### src/rtl/muldiv_pkg.sv
// muldiv_pkg: shared types for the HI/LO multiply/divide sequencer.
// Holds the sequencer state encoding and the op encodings used on the
// start/done interface. Signed operation is selected at build time with
// the MULDIV_SIGNED_EN macro (see muldiv_sequencer.sv).
package muldiv_pkg;

   localparam logic OP_MUL = 1'b0;
   localparam logic OP_DIV = 1'b1;

   typedef enum logic [2:0] {
      S_IDLE  = 3'd0,
      S_ITER  = 3'd1,
      S_FIX   = 3'd2,
      S_DONE  = 3'd3,
      S_DZERO = 3'd4
   } state_e;

endpackage

### src/rtl/muldiv_if.sv
// muldiv_if: start/done handshake between the core control FSM (master)
// and the multiply/divide sequencer (slave).
//
// Handshake: the master raises start with op/a/b valid; the sequencer
// accepts it on the first rising edge where it is idle (busy low) and
// samples op/a/b only on that edge. busy then stays high until the end of
// the single-cycle done pulse. done marks completion; hl_we accompanies it
// when hi/lo were updated, div_zero accompanies it instead when the
// divisor was zero (hi/lo untouched). start while busy is ignored.
interface muldiv_if #(
   parameter int WIDTH = 32
);
   logic             start;
   logic             op;
   logic [WIDTH-1:0] a;
   logic [WIDTH-1:0] b;
   logic             busy;
   logic             done;
   logic             div_zero;
   logic             hl_we;
   logic [WIDTH-1:0] hi;
   logic [WIDTH-1:0] lo;

   modport master (
      output start, op, a, b,
      input  busy, done, div_zero, hl_we, hi, lo
   );

   modport slave (
      input  start, op, a, b,
      output busy, done, div_zero, hl_we, hi, lo
   );
endinterface

### src/rtl/muldiv_step.sv
// muldiv_step: one combinational iteration of the sequencer.
// Multiply: conditional add of |a| into the upper half, then shift right.
// Divide: restoring trial subtract of |b| from {rem, next dividend bit}.
// Registers not used by the selected op pass through unchanged.
module muldiv_step
   import muldiv_pkg::*;
#(
   parameter int WIDTH = 32
) (
   input  logic               op,
   input  logic [2*WIDTH-1:0] acc_i,
   input  logic [WIDTH-1:0]   rem_i,
   input  logic [WIDTH-1:0]   quo_i,
   input  logic [WIDTH-1:0]   mag_a,
   input  logic [WIDTH-1:0]   mag_b,
   output logic [2*WIDTH-1:0] acc_o,
   output logic [WIDTH-1:0]   rem_o,
   output logic [WIDTH-1:0]   quo_o
);

   logic [WIDTH:0]   upper;
   logic [WIDTH:0]   shifted;
   logic [WIDTH-1:0] trial;

   // Single shift-add / trial-subtract step selected by op.
   always_comb begin
      acc_o   = acc_i;
      rem_o   = rem_i;
      quo_o   = quo_i;
      // Upper half widened by one bit so the carry of the add survives
      // the right shift.
      upper   = {1'b0, acc_i[2*WIDTH-1:WIDTH]};
      if (acc_i[0]) begin
         upper = upper + {1'b0, mag_a};
      end
      shifted = {rem_i, quo_i[WIDTH-1]};
      // Only consumed when shifted >= |b|, in which case the difference
      // fits in WIDTH bits because rem < |b| on entry.
      trial   = shifted[WIDTH-1:0] - mag_b;
      if (op == OP_MUL) begin
         acc_o = {upper, acc_i[WIDTH-1:1]};
      end else if (shifted >= {1'b0, mag_b}) begin
         rem_o = trial;
         quo_o = {quo_i[WIDTH-2:0], 1'b1};
      end else begin
         rem_o = shifted[WIDTH-1:0];
         quo_o = {quo_i[WIDTH-2:0], 1'b0};
      end
   end

endmodule

### src/rtl/muldiv_sequencer.sv
// muldiv_sequencer: iterative multiply/divide unit owning HI/LO.
// WIDTH iterations of shift-add multiply or restoring divide on operand
// magnitudes, then a FIX cycle applying sign correction and writing HI/LO,
// then a one-cycle DONE. Divide by zero short-circuits to DZERO.
// Build option: define MULDIV_SIGNED_EN for two's-complement operands;
// otherwise operands are unsigned and FIX is a plain copy (same latency).
module muldiv_sequencer
   import muldiv_pkg::*;
#(
   parameter int WIDTH = 32
) (
   input  logic    clk,
   input  logic    reset,
   muldiv_if.slave bus,
   output state_e  dbg_state
);

   localparam int CW = $clog2(WIDTH);

   state_e             state_q, state_d;
   logic [CW-1:0]      cnt_q, cnt_d;
   logic [2*WIDTH-1:0] acc_q, acc_d;
   logic [WIDTH-1:0]   rem_q, rem_d;
   logic [WIDTH-1:0]   quo_q, quo_d;
   logic [WIDTH-1:0]   mag_a_q, mag_a_d;
   logic [WIDTH-1:0]   mag_b_q, mag_b_d;
   logic               sa_q, sa_d;
   logic               sb_q, sb_d;
   logic               op_q, op_d;
   logic [WIDTH-1:0]   hi_q, hi_d;
   logic [WIDTH-1:0]   lo_q, lo_d;

   logic               sign_a, sign_b;
   logic [WIDTH-1:0]   in_mag_a, in_mag_b;
   logic [2*WIDTH-1:0] step_acc;
   logic [WIDTH-1:0]   step_rem, step_quo;
   logic [2*WIDTH-1:0] mul_res;
   logic [WIDTH-1:0]   quo_res, rem_res;

`ifdef MULDIV_SIGNED_EN
   assign sign_a = bus.a[WIDTH-1];
   assign sign_b = bus.b[WIDTH-1];
`else
   assign sign_a = 1'b0;
   assign sign_b = 1'b0;
`endif

   // Magnitudes of the live operands; only captured on the accept edge.
   // -(-2^(W-1)) wraps to 2^(W-1), which is the correct unsigned magnitude.
   assign in_mag_a = sign_a ? -bus.a : bus.a;
   assign in_mag_b = sign_b ? -bus.b : bus.b;

   // Sign correction for FIX; with signs forced low this is a plain copy.
   // Remainder takes the dividend's sign, quotient the XOR of both.
   assign mul_res = (sa_q ^ sb_q) ? -acc_q : acc_q;
   assign quo_res = (sa_q ^ sb_q) ? -quo_q : quo_q;
   assign rem_res = sa_q ? -rem_q : rem_q;

   muldiv_step #(.WIDTH(WIDTH)) u_step (
      .op    (op_q),
      .acc_i (acc_q),
      .rem_i (rem_q),
      .quo_i (quo_q),
      .mag_a (mag_a_q),
      .mag_b (mag_b_q),
      .acc_o (step_acc),
      .rem_o (step_rem),
      .quo_o (step_quo)
   );

   // Next-state and datapath register updates for the sequencer FSM.
   always_comb begin
      state_d = state_q;
      cnt_d   = cnt_q;
      acc_d   = acc_q;
      rem_d   = rem_q;
      quo_d   = quo_q;
      mag_a_d = mag_a_q;
      mag_b_d = mag_b_q;
      sa_d    = sa_q;
      sb_d    = sb_q;
      op_d    = op_q;
      hi_d    = hi_q;
      lo_d    = lo_q;
      unique case (state_q)
         S_IDLE: begin
            if (bus.start) begin
               if ((bus.op == OP_DIV) && (bus.b == '0)) begin
                  // No operand latch: the datapath keeps its old contents.
                  state_d = S_DZERO;
               end else begin
                  op_d    = bus.op;
                  sa_d    = sign_a;
                  sb_d    = sign_b;
                  mag_a_d = in_mag_a;
                  mag_b_d = in_mag_b;
                  cnt_d   = CW'(WIDTH - 1);
                  if (bus.op == OP_MUL) begin
                     acc_d = {{WIDTH{1'b0}}, in_mag_b};
                  end else begin
                     rem_d = '0;
                     quo_d = in_mag_a;
                  end
                  state_d = S_ITER;
               end
            end
         end
         S_ITER: begin
            acc_d = step_acc;
            rem_d = step_rem;
            quo_d = step_quo;
            if (cnt_q == '0) begin
               state_d = S_FIX;
            end else begin
               cnt_d = cnt_q - 1'b1;
            end
         end
         S_FIX: begin
            if (op_q == OP_MUL) begin
               hi_d = mul_res[2*WIDTH-1:WIDTH];
               lo_d = mul_res[WIDTH-1:0];
            end else begin
               hi_d = rem_res;
               lo_d = quo_res;
            end
            state_d = S_DONE;
         end
         S_DONE:  state_d = S_IDLE;
         S_DZERO: state_d = S_IDLE;
         default: state_d = S_IDLE;
      endcase
   end

   // State and datapath registers with synchronous active-high reset.
   always_ff @(posedge clk) begin
      if (reset) begin
         state_q <= S_IDLE;
         cnt_q   <= '0;
         acc_q   <= '0;
         rem_q   <= '0;
         quo_q   <= '0;
         mag_a_q <= '0;
         mag_b_q <= '0;
         sa_q    <= 1'b0;
         sb_q    <= 1'b0;
         op_q    <= OP_MUL;
         hi_q    <= '0;
         lo_q    <= '0;
      end else begin
         state_q <= state_d;
         cnt_q   <= cnt_d;
         acc_q   <= acc_d;
         rem_q   <= rem_d;
         quo_q   <= quo_d;
         mag_a_q <= mag_a_d;
         mag_b_q <= mag_b_d;
         sa_q    <= sa_d;
         sb_q    <= sb_d;
         op_q    <= op_d;
         hi_q    <= hi_d;
         lo_q    <= lo_d;
      end
   end

   // Status strobes are decoded straight from the registered state.
   assign bus.busy     = (state_q != S_IDLE);
   assign bus.done     = (state_q == S_DONE) || (state_q == S_DZERO);
   assign bus.div_zero = (state_q == S_DZERO);
   assign bus.hl_we    = (state_q == S_DONE);
   assign bus.hi       = hi_q;
   assign bus.lo       = lo_q;
   assign dbg_state    = state_q;

endmodule

### src/flat_wrapper.sv
// flat-port wrapper written by rule: the top's interface ports become plain ports
module muldiv_sequencer_flat import muldiv_pkg::*;
#(
   parameter int WIDTH = 32
)
  (clk, reset, dbg_state, bus_start, bus_op, bus_a, bus_b, bus_busy, bus_done, bus_div_zero, bus_hl_we, bus_hi, bus_lo);
  muldiv_if #(.WIDTH(WIDTH)) bus_i ();
  input  logic clk;
  input  logic reset;
  output state_e dbg_state;
  input wire logic [$bits(bus_i.start)-1:0] bus_start;
  input wire logic [$bits(bus_i.op)-1:0] bus_op;
  input wire logic [$bits(bus_i.a)-1:0] bus_a;
  input wire logic [$bits(bus_i.b)-1:0] bus_b;
  output wire logic [$bits(bus_i.busy)-1:0] bus_busy;
  output wire logic [$bits(bus_i.done)-1:0] bus_done;
  output wire logic [$bits(bus_i.div_zero)-1:0] bus_div_zero;
  output wire logic [$bits(bus_i.hl_we)-1:0] bus_hl_we;
  output wire logic [$bits(bus_i.hi)-1:0] bus_hi;
  output wire logic [$bits(bus_i.lo)-1:0] bus_lo;
  assign bus_i.start = bus_start;
  assign bus_i.op = bus_op;
  assign bus_i.a = bus_a;
  assign bus_i.b = bus_b;
  assign bus_busy = bus_i.busy;
  assign bus_done = bus_i.done;
  assign bus_div_zero = bus_i.div_zero;
  assign bus_hl_we = bus_i.hl_we;
  assign bus_hi = bus_i.hi;
  assign bus_lo = bus_i.lo;
  muldiv_sequencer #(.WIDTH(WIDTH)) u_core (.clk(clk), .reset(reset), .bus(bus_i), .dbg_state(dbg_state));
endmodule
### config.mk
export PLATFORM = sky130hd
export DESIGN_NAME = muldiv_sequencer_flat
export DESIGN_NICKNAME = d
export VERILOG_FILES = /design/src/rtl/muldiv_pkg.sv /design/src/rtl/muldiv_if.sv /design/src/rtl/muldiv_step.sv /design/src/rtl/muldiv_sequencer.sv /design/src/flat_wrapper.sv
export SDC_FILE = /design/constraint.sdc
export NUM_CORES = 1
export LEC_CHECK = 0
export CORE_ASPECT_RATIO = 0.9
export CORE_UTILIZATION = 60
export CTS_BUF_LIST = sky130_fd_sc_hd__clkbuf_4 sky130_fd_sc_hd__clkbuf_8
export DETAILED_ROUTE_END_ITERATION = 10
export GPL_TIMING_DRIVEN = 0
export PLACE_DENSITY = 0.83
export SYNTH_ARGS = -nofsm -noshare
export SYNTH_HDL_FRONTEND = slang
export SYNTH_SLANG_ARGS = --single-unit
### constraint.sdc
create_clock -name clk -period 3.6 [get_ports clk]
set_input_delay 1.08 -clock clk [delete_from_list [all_inputs] [get_ports clk]]
set_output_delay 1.08 -clock clk [all_outputs]
set_load 0.005 [all_outputs]
==> results of run 1 <==
[repair_timing]
item / in CTS / in global routing
resized for setup: 5 / 14
endpoints found under the setup margin: 70 / 63
setup buffers: 0 / 4
pin swaps: 0 / 1
[through the flow]
step	std cells	setup WS (ns)
after floorplan	1789	0.682
after global placement	2229	-0.844
after detailed placement	2229	-0.981
after CTS	2307	0.0706
after global routing	2311	0.00667
final	2311	0.106
[cell type report]
cell class	instances	area, um^2
Timing Repair Buffer	142	1410
Fill cell	1906	6270
Sequential cell	265	5310
Inverter	46	173
Clock buffer	72	910
Clock inverter	6	56.3
Buffer	137	566
Tap cell	302	378
Multi-Input combinational cell	1341	8280
[routing by layer]
layer	GRT usage (%)	up-vias	wire length [um]
met5	1.65	-	53
met4	17.2	2	2030
met3	8.78	134	5230
met2	58.5	773	20800
met1	52.7	6827	19900
li1	-	6754	-
[cells by family after synthesis]
| kind of cell | Yosys count | share of synthesized area (%) |
|---|---|---|
| and+or+nand+nor | 637 | 18.6 |
| AOI/OAI and AO/OA | 490 | 23.3 |
| DFF | 265 | 37.1 |
| buffers and inverters | 183 | 5.10 |
| muxes | 93 | 6.53 |
| adders and majority gates | 68 | 6.06 |
| xor gates and xnor gates | 53 | 3.25 |
[flip-flops by register name, summed over array words and instances, names as in the netlist]
name,flops
u_core.quo_q,32
u_core.op_q,1
u_core.acc_q,64
u_core.dbg_state,3
u_core.mag_b_q,32
u_core.rem_q,32
u_core.bus.hi,32
u_core.cnt_q,5
u_core.mag_a_q,32
u_core.bus.lo,32
[layout by cell type (no fill, tap or decap), types with 26 or more instances in the layout]
| cell type | n |
|---|---|
| sky130_fd_sc_hd__ha_1 | 66 |
| sky130_fd_sc_hd__o21ai_0 | 38 |
| sky130_fd_sc_hd__xor2_1 | 26 |
| sky130_fd_sc_hd__a21o_1 | 45 |
| sky130_fd_sc_hd__dfxtp_1 | 265 |
| sky130_fd_sc_hd__a21oi_1 | 132 |
| sky130_fd_sc_hd__clkdlybuf4s50_1 | 138 |
| sky130_fd_sc_hd__a311oi_1 | 65 |
| sky130_fd_sc_hd__nor2_1 | 212 |
| sky130_fd_sc_hd__xnor2_1 | 27 |
| sky130_fd_sc_hd__inv_1 | 46 |
| sky130_fd_sc_hd__mux2i_1 | 92 |
| sky130_fd_sc_hd__clkbuf_1 | 102 |
| sky130_fd_sc_hd__a211oi_1 | 76 |
| sky130_fd_sc_hd__clkbuf_8 | 59 |
| sky130_fd_sc_hd__nand2_1 | 318 |
[worst paths after layout]
check                               endpoint  depth (start not counted)                             from
min reg2reg  u_core.mag_b_q[16]$_SDFFE_PP0P_                          2  u_core.mag_b_q[16]$_SDFFE_PP0P_
max reg2reg    u_core.rem_q[30]$_SDFFE_PP0P_                         12    u_core.quo_q[31]$_SDFFE_PP0P_
max            u_core.quo_q[21]$_SDFFE_PP0P_                          9                         bus_b[0]
min          u_core.mag_b_q[16]$_SDFFE_PP0P_                          2  u_core.mag_b_q[16]$_SDFFE_PP0P_
[power breakdown]
part / internal, mW / switching [mW] / total (mW)
clock: 1.61 / 1.29 / 2.89
sequential: 3.31 / 0.322 / 3.63
combinational: 1.19 / 1.81 / 3.00
[worst min-delay path, cell delays in order (launching register included)]
cell	delay (ns)
sky130_fd_sc_hd__dfxtp_1	0.31
sky130_fd_sc_hd__nand2_1	0.05
sky130_fd_sc_hd__a21oi_1	0.05
==> run_results.csv, run 1 <==
group,metric,value,unit
run_status,result_of_the_run,"finished clean",
sta,final_period_minus_worst_setup_slack,3.49,ns
clocking,numClockSinks,265,
floorplan,placementRows,53,
layout,final_layout_size_suffix_gt1_share,6.52,%
placed_design,place.gp.congestion,0.987,
floorplan,placeableCoreArea,23300,um^2
critical_path,setup.worst_path.end_class,"flop",
sta,whs,0.458,ns
sta,slew_headroom,35.4,%
critical_path,cp_max_fo,10,
sta,worst_slew_pin_slew,0.969,ns
route,dr.first_iter.drc_count,1550,
sta,rsz0062_at_grt,"false",
clocking,htree_num_levels,2,
critical_path,critical_path.top_delay_family,"simple AND/OR/NAND/NOR gates",
floorplan,die-area,24400,um^2
clocking,ctsHoldBuffers,0,
yosys,netlist_area,14300,um^2
route,remaining_drc_errors,0,
route,vias_per_cell,6.27,
grt,grt_first_pass_wirelength,72600,um
clocking,cts_buffer_depth,3,
critical_path,required_time_at_the_endpoint_of_the_critical_path,4.08,ns
yosys,synthesis.instances,1789,
pwr,power.total,9.52,mW
layout,finalNetCount,2113,
yosys,synth_top_cells_by_area,"sky130_fd_sc_hd__dfxtp_1 (37%), sky130_fd_sc_hd__nand2_1 (8.4%), sky130_fd_sc_hd__mux2i_1 (6.4%)",
clocking,clk-insertion-delay-late,0.59,ns
sta,timing.final.crit_share,97.0,%
critical_path,cpMostUsedCell,"sky130_fd_sc_hd__clkbuf_1",
grt,grt_start_max_net_pins,14,
critical_path,critical_path_arrival,3.97,ns
yosys,count_of_unique_library_cells_instantiated_by_yosys,67,
layout,post-route-cell-area,17100,um^2
pwr,p_per_area,558,nW/um^2
sta,finalSetupViolCount,0,
route,routed-via-count,14500,
grt,grt_antenna_before_repair,0,
route,routed_wire_length_per_instance,20.7,um
floorplan,die_h,148,um
clocking,tritoncts.num_buffers,44,
critical_path,critical_path.slowest_cell,"sky130_fd_sc_hd__clkdlybuf4s50_1",
yosys,synthFlopType,"sky130_fd_sc_hd__dfxtp_1",
route,route.final.wire_length,48000,um
critical_path,cell_breakdown_of_the_critical_path,"clkdlybuf4s50_1, nor4_2, nand4_1, nor3_2, nor3b_1, nand2b_1, clkbuf_1, clkbuf_1, a311oi_1",
grt,groute.usage.overall,38.8,%
sta,fmax_achieved,0.286,GHz
placed_design,port_buffers,138,
critical_path,critical_path_launch_point_type,"input pin",
yosys,async_reset_ff_share,0,%
sta,fin_tns_setup,0,ns
critical_path,cpPeakStageDelay,0.60,ns
route,detail_route.first_pass.iterations,7,
sta,worst_clock_skew,0.0287,ns
yosys,synth.yosys.warnings,0,
pwr,static-leakage-power,6.57,nW
yosys,synth_most_common_cell,"sky130_fd_sc_hd__nand2_1",
flow_run,max_cap_violations,0,
yosys,count_of_flip_flops_with_a_built_in_enable_after_synthesis,0,
pwr,max-vdd-ir-drop,0.438,mV
route,ant_nets,0,
sta,final-max-slew-violation-count,0,
placed_design,detailed_place.area,16000,um^2
layout,areaGrowthSynthToFinish,19.5,%
layout,layout.core_utilization,73.1,%
grt,first_global_vias,13400,
critical_path,reg2reg_setup_slack,0.15,ns
grt,global_route.overflow_total,0,
yosys,synth-seq-cells,265,
floorplan,floorplan.die.width,165,um
sta,hold_viol_final,0,
placed_design,dp_hpwl,36900,um
critical_path,path_class,"input pin to flop",
yosys,synth.cells.most_frequent,"sky130_fd_sc_hd__nand2_1 (319), sky130_fd_sc_hd__dfxtp_1 (265), sky130_fd_sc_hd__nor2_1 (212), sky130_fd_sc_hd__a21oi_1 (132), sky130_fd_sc_hd__clkbuf_1 (110)",
yosys,synth_fp_nets,1925,
clocking,cts-root-buf,"sky130_fd_sc_hd__clkbuf_8",
yosys,synthDominantCellAreaShare,37.1,%
floorplan,i_o_pin_count,139,
layout,antenna-diode-count,0,
clocking,cts_tree,"yes",
critical_path,buffer_and_inverter_count_on_the_worst_path,3,
yosys,synth.avg_cell_area,7.98,um^2
clocking,clkTransAtPathRegs,0.06,ns
worst_hold_path,holdCritPathClass,"flop to flop",
yosys,ys_seq_area_share,37.1,%
yosys,synth_top_cell_by_area,"sky130_fd_sc_hd__dfxtp_1",
floorplan,initial_utilization,61.2,%
Power figures use the tool's default switching activity.
==> run 2: changes to the inputs <==
CORE_MARGIN = 10   (was not set)
CTS_CLUSTER_SIZE = 25   (was not set)
SKIP_LAST_GASP = 1   (was not set)
==> run_results.csv, run 2 (synthesized netlist as in run 1, its figures left out) <==
group,metric,value,unit
pwr,p_per_area,559,nW/um^2
route,met3RoutedLength,5290,um
clocking,cts-root-buf,"sky130_fd_sc_hd__clkbuf_8",
sta,finalSetupViolCount,0,
clocking,cts_buffer_depth,3,
route,routed-via-count,14500,
sta,timing.final.crit_share,97.8,%
sta,rsz0062_at_grt,"true",
grt,grt_first_pass_wirelength,75700,um
route,met2_wirelength,22200,um
floorplan,die-area,30400,um^2
floorplan,i_o_pin_count,139,
grt,first_global_vias,13400,
critical_path,critical_path.slowest_cell,"sky130_fd_sc_hd__nor4_1",
layout,layout_common_cells,"sky130_fd_sc_hd__nand2_1 (319), sky130_fd_sc_hd__dfxtp_1 (265), sky130_fd_sc_hd__nor2_1 (212)",
placed_design,post-place-cells,2229,
critical_path,setup.worst_path.end_class,"flop",
layout,final_layout_size_suffix_gt1_share,6.37,%
layout,regMostFlops,"u_core.acc_q",
layout,layout.core_utilization,72.8,%
floorplan,placementRows,53,
grt,global_route.overflow_total,0,
placed_design,pre_cts_slack,-0.861,ns
pwr,static-leakage-power,6.56,nW
layout,antenna-diode-count,0,
route,remaining_drc_errors,0,
clocking,cts_tree,"yes",
grt,groute.usage.overall,31.1,%
pwr,max-vdd-ir-drop,0.410,mV
floorplan,placeableCoreArea,23400,um^2
flow_run,max_cap_violations,0,
sta,fmax_achieved,0.284,GHz
sta,final-max-slew-violation-count,0,
route,dr.first_iter.drc_count,1725,
placed_design,port_buffers,138,
layout,areaGrowthSynthToFinish,19.3,%
layout,largest_register_ff_count,64,
layout,nFillCells,1907,
critical_path,cell_breakdown_of_the_critical_path,"clkdlybuf4s50_1, nor4_1, nand4_1, nor3_2, nor3b_1, nand2b_1, nor2_1, clkbuf_1, nand2_1, o21ai_1",
layout,final-instance-count-excl-fill,2311,
critical_path,critical_path_arrival,4.04,ns
placed_design,dp_hpwl,38600,um
sta,timing.final.ws_setup,0.0781,ns
worst_hold_path,holdCritPathClass,"flop to flop",
critical_path,cp_max_fo,10,
clocking,clkTransAtPathRegs,0.06,ns
clocking,tritoncts.num_buffers,45,
clocking,ctsHoldBuffers,0,
placed_design,place.gp.congestion,0.963,
sta,slew_headroom,36.3,%
route,highest-signal-layer,"met4",
sta,hold_viol_final,0,
critical_path,buffer_and_inverter_count_on_the_worst_path,2,
layout,mostFrequentLayoutCell,"sky130_fd_sc_hd__nand2_1",
grt,grt_start_max_net_pins,14,
floorplan,floorplan.die.width,183,um
route,ant_nets,0,
grt,grt_antenna_before_repair,0,
route,routed_wire_length_per_instance,21.5,um
sta,final_period_minus_worst_setup_slack,3.52,ns
layout,finalNetCount,2113,
clocking,htree_num_levels,2,
clocking,numClockSinks,265,
floorplan,initial_utilization,61.0,%
run_status,result_of_the_run,"finished clean",
floorplan,die_h,166,um
critical_path,critical_path_launch_point_type,"input pin",
route,route.final.wire_length,49600,um
critical_path,required_time_at_the_endpoint_of_the_critical_path,4.12,ns
route,vias_per_cell,6.25,
clocking,clk-insertion-delay-late,0.59,ns
route,detail_route.first_pass.iterations,6,
route,detail_route.wirelength.met1,20500,um
critical_path,path_class,"input pin to flop",
critical_path,cpPeakStageDelay,0.52,ns
critical_path,critical_path.top_delay_family,"simple AND/OR/NAND/NOR gates",
sta,worst_slew_pin_slew,0.955,ns
sta,worst_clock_skew,0.0251,ns
## run 2: final timing paths
kind / from / end / depth (start not counted) / slack (ns)
worst max-delay path: bus_b[27] / u_core.rem_q[18]$_SDFFE_PP0P_ / 10 / 0.08
worst min-delay path: u_core.mag_b_q[22]$_SDFFE_PP0P_ / u_core.mag_b_q[22]$_SDFFE_PP0P_ / 2 / 0.46
worst max register to register: u_core.acc_q[32]$_SDFFE_PP0P_ / u_core.acc_q[59]$_SDFFE_PP0P_ / 11 / 0.18
worst min register to register: u_core.mag_b_q[22]$_SDFFE_PP0P_ / u_core.mag_b_q[22]$_SDFFE_PP0P_ / 2 / 0.46
## run 2: tightest hold or removal path: stages (launching register included)
cell and delay (ns):
sky130_fd_sc_hd__dfxtp_1 0.31, sky130_fd_sc_hd__nand2_1 0.05, sky130_fd_sc_hd__a21oi_1 0.05
## run 2: cell type report
cell class	instances	area [um^2]	area share [%]
Timing Repair Buffer	141	1400	8.24
Clock buffer	67	872	5.12
Clock inverter	12	86.3	0.507
Inverter	46	173	1.01
Buffer	137	566	3.32
Sequential cell	265	5310	31.1
Multi-Input combinational cell	1341	8260	48.5
Tap cell	302	378	2.22
## run 2: timing repair
action                                  4_1_cts  5_1_grt
buffers inserted                              0        3
pin swaps                                     0        1
resized for setup                             3       13
cloned                                        0        0
endpoints found under the setup margin       59       68
## run 2: routing by layer
layer	up-vias	global-route usage, %
met2	757	47.8
li1	6754	-
met1	6835	41.8
met4	0	11.6
met3	109	6.71
met5	-	0
## run 2: where the power goes
group          total (mW)  switching, mW  internal, mW
logic                2.99           1.81          1.18
registers            3.64          0.327          3.31
clock network        2.89           1.33          1.56
## run 2: per-stage QoR
stage	TNS (ns)	hold slack, ns	total power [mW]	cell area [um^2]
final	0	0.457	9.52	17000
after global routing	0	0.479	9.96	17000
after CTS	0	0.457	9.43	17000
after detailed placement	-77.03	0.448	6.57	16000
after global placement	-69.55	0.445	6.50	16000
after floorplan	0	0.436	5.49	14300
==> run 3: changes to the inputs <==
CORE_MARGIN = 3   (was 10)
==> run_results.csv, run 3 (synthesized netlist as in run 1, its figures left out) <==
group,metric,value,unit
layout,layout_common_cells,"sky130_fd_sc_hd__nand2_1 (318), sky130_fd_sc_hd__dfxtp_1 (265), sky130_fd_sc_hd__nor2_1 (211)",
layout,final_layout_size_suffix_gt1_share,6.53,%
floorplan,placeableCoreArea,23000,um^2
layout,largest_register_ff_count,64,
critical_path,critical_path_arrival,4.00,ns
critical_path,critical_path_launch_point_type,"input pin",
pwr,share_seq_of_total_power,38.0,%
clocking,tritoncts.num_buffers,44,
layout,antenna-diode-count,0,
route,detail_route.first_pass.iterations,10,
placed_design,pre_cts_slack,-0.994,ns
route,vias_per_cell,6.30,
route,routed_wire_length_per_instance,21.0,um
pwr,p_comb_share,31.7,%
clocking,cts_buffer_depth,3,
pwr,cellInternalPower,6.10,mW
pwr,swShare,35.9,%
sta,hold_viol_final,0,
layout,final-instance-count-excl-fill,2304,
layout,mostFrequentLayoutCell,"sky130_fd_sc_hd__nand2_1",
layout,nFillCells,1867,
floorplan,placementRows,52,
pwr,p_clk_share,30.3,%
critical_path,cpPeakStageDelay,0.59,ns
pwr,netSwitchingPower,3.42,mW
layout,multi_input_area,8290,um^2
clocking,cts_tree,"yes",
layout,finalNetCount,2112,
critical_path,critical_path.slowest_cell,"sky130_fd_sc_hd__clkdlybuf4s50_1",
placed_design,place.gp.congestion,0.990,
route,ant_nets,0,
placed_design,dp_hpwl,37900,um
clocking,numClockSinks,265,
placed_design,post-place-cells,2224,
floorplan,die-area,25700,um^2
floorplan,floorplan.die.width,169,um
floorplan,initial_utilization,62.2,%
layout,areaGrowthSynthToFinish,19.4,%
clocking,clkTransAtPathRegs,0.06,ns
critical_path,critical_path.top_delay_family,"simple AND/OR/NAND/NOR gates",
layout,layout.core_utilization,74.3,%
clocking,htree_num_levels,2,
worst_hold_path,holdCritPathClass,"flop to flop",
pwr,p_per_area,558,nW/um^2
critical_path,reg2reg_setup_slack,0.18,ns
sta,whs,0.459,ns
sta,worst_clock_skew,0.0252,ns
sta,fmax_achieved,0.281,GHz
pwr,static-leakage-power,6.55,nW
layout,area.sequential,5310,um^2
sta,final-max-slew-violation-count,0,
sta,final_period_minus_worst_setup_slack,3.56,ns
pwr,max-vdd-ir-drop,0.498,mV
floorplan,i_o_pin_count,139,
flow_run,max_cap_violations,0,
layout,regMostFlops,"u_core.acc_q",
sta,timing.final.crit_share,98.9,%
clocking,ctsHoldBuffers,0,
run_status,result_of_the_run,"finished clean",
clocking,clk-insertion-delay-late,0.58,ns
critical_path,path_class,"input pin to flop",
sta,finalSetupViolCount,0,
sta,worst_slew_pin_slew,0.929,ns
route,dr.first_iter.drc_count,1609,
grt,grt_antenna_before_repair,0,
grt,global_route.overflow_total,0,
grt,grt_start_max_net_pins,14,
sta,timing.final.ws_setup,0.0400,ns
grt,grt_first_pass_wirelength,74300,um
critical_path,cpMostUsedCell,"sky130_fd_sc_hd__clkbuf_1",
route,remaining_drc_errors,0,
critical_path,cp_max_fo,10,
critical_path,cell_breakdown_of_the_critical_path,"clkdlybuf4s50_1, nor4_1, nand4_1, nor3_2, nor3b_1, nand2b_1, clkbuf_1, clkbuf_1, nor2_1, a311oi_1",
grt,first_global_vias,13400,
floorplan,die_h,152,um
route,route.final.wire_length,48400,um
route,routed-via-count,14500,
critical_path,setup.worst_path.end_class,"flop",
sta,rsz0062_at_grt,"false",
critical_path,required_time_at_the_endpoint_of_the_critical_path,4.04,ns
critical_path,buffer_and_inverter_count_on_the_worst_path,3,
placed_design,port_buffers,138,
grt,groute.usage.overall,36.3,%
sta,slew_headroom,38.1,%
clocking,cts-root-buf,"sky130_fd_sc_hd__clkbuf_8",
-- run 3: path summary, 6_finish.rpt --
check,from,end,depth (start not counted)
worst max register to register,u_core.quo_q[31]$_SDFFE_PP0P_,u_core.rem_q[28]$_SDFFE_PP0P_,12
worst max-delay path,bus_b[0],u_core.quo_q[11]$_SDFFE_PP0P_,10
worst min-delay path,u_core.mag_b_q[3]$_SDFFE_PP0P_,u_core.mag_b_q[3]$_SDFFE_PP0P_,2
worst min register to register,u_core.mag_b_q[3]$_SDFFE_PP0P_,u_core.mag_b_q[3]$_SDFFE_PP0P_,2
-- run 3: timing repair --
action,CTS,global route
setup buffers,0,4
pin swaps,0,1
setup endpoints to repair,51,99
resized for setup,2,17
-- run 3: power by group through the flow --
stage / Sequential [mW] / Clock, mW / Combinational [mW]
floorplan: 3.56 / 0 / 1.93
global placement: 3.65 / 0 / 2.84
detailed placement: 3.66 / 0 / 2.90
CTS: 3.60 / 2.90 / 2.92
global route: 3.64 / 3.03 / 3.30
finish: 3.62 / 2.89 / 3.02
-- run 3: final cells by class --
cell class              count  share of cell area (%)
flip-flops and latches    265                    31.1
repair buffers            142                    8.27
clock buffers              65                    4.77
clock inverters            12                   0.785
well taps                 297                    2.18
multi-input cells        1341                    48.6
plain buffers             136                    3.28
inverters                  46                    1.01
-- run 3: metrics by stage --
| stage | power (mW) | cell area [um^2] | TNS (ns) |
|---|---|---|---|
| final | 9.52 | 17100 | 0 |
| after global placement | 6.49 | 16000 | -75.18 |
| after global routing | 9.97 | 17100 | 0 |
| after detailed placement | 6.57 | 16000 | -77.56 |
| after CTS | 9.42 | 17000 | 0 |
| after floorplan | 5.49 | 14300 | 0 |
-- run 3: routing by layer --
metal	vias up	GRT usage (%)	routed length (um)
li1	6767	-	-
met1	6814	49.9	20300
met2	779	55.4	20900
met3	146	7.99	5040
met4	0	14.8	2220
met5	-	0	0
-- run 3: worst register-to-register path, cell delays in order (launching register included) --
cell and delay, ns:
sky130_fd_sc_hd__dfxtp_1 0.49, sky130_fd_sc_hd__inv_1 0.09, sky130_fd_sc_hd__ha_1 0.22, sky130_fd_sc_hd__fa_1 0.41, sky130_fd_sc_hd__nand2b_1 0.19, sky130_fd_sc_hd__a211oi_1 0.28
sky130_fd_sc_hd__nor3_1 0.17, sky130_fd_sc_hd__o21a_1 0.25, sky130_fd_sc_hd__a31o_2 0.24, sky130_fd_sc_hd__o31ai_2 0.48, sky130_fd_sc_hd__a2111oi_0 0.21, sky130_fd_sc_hd__a21oi_1 0.17
sky130_fd_sc_hd__o21ai_0 0.09
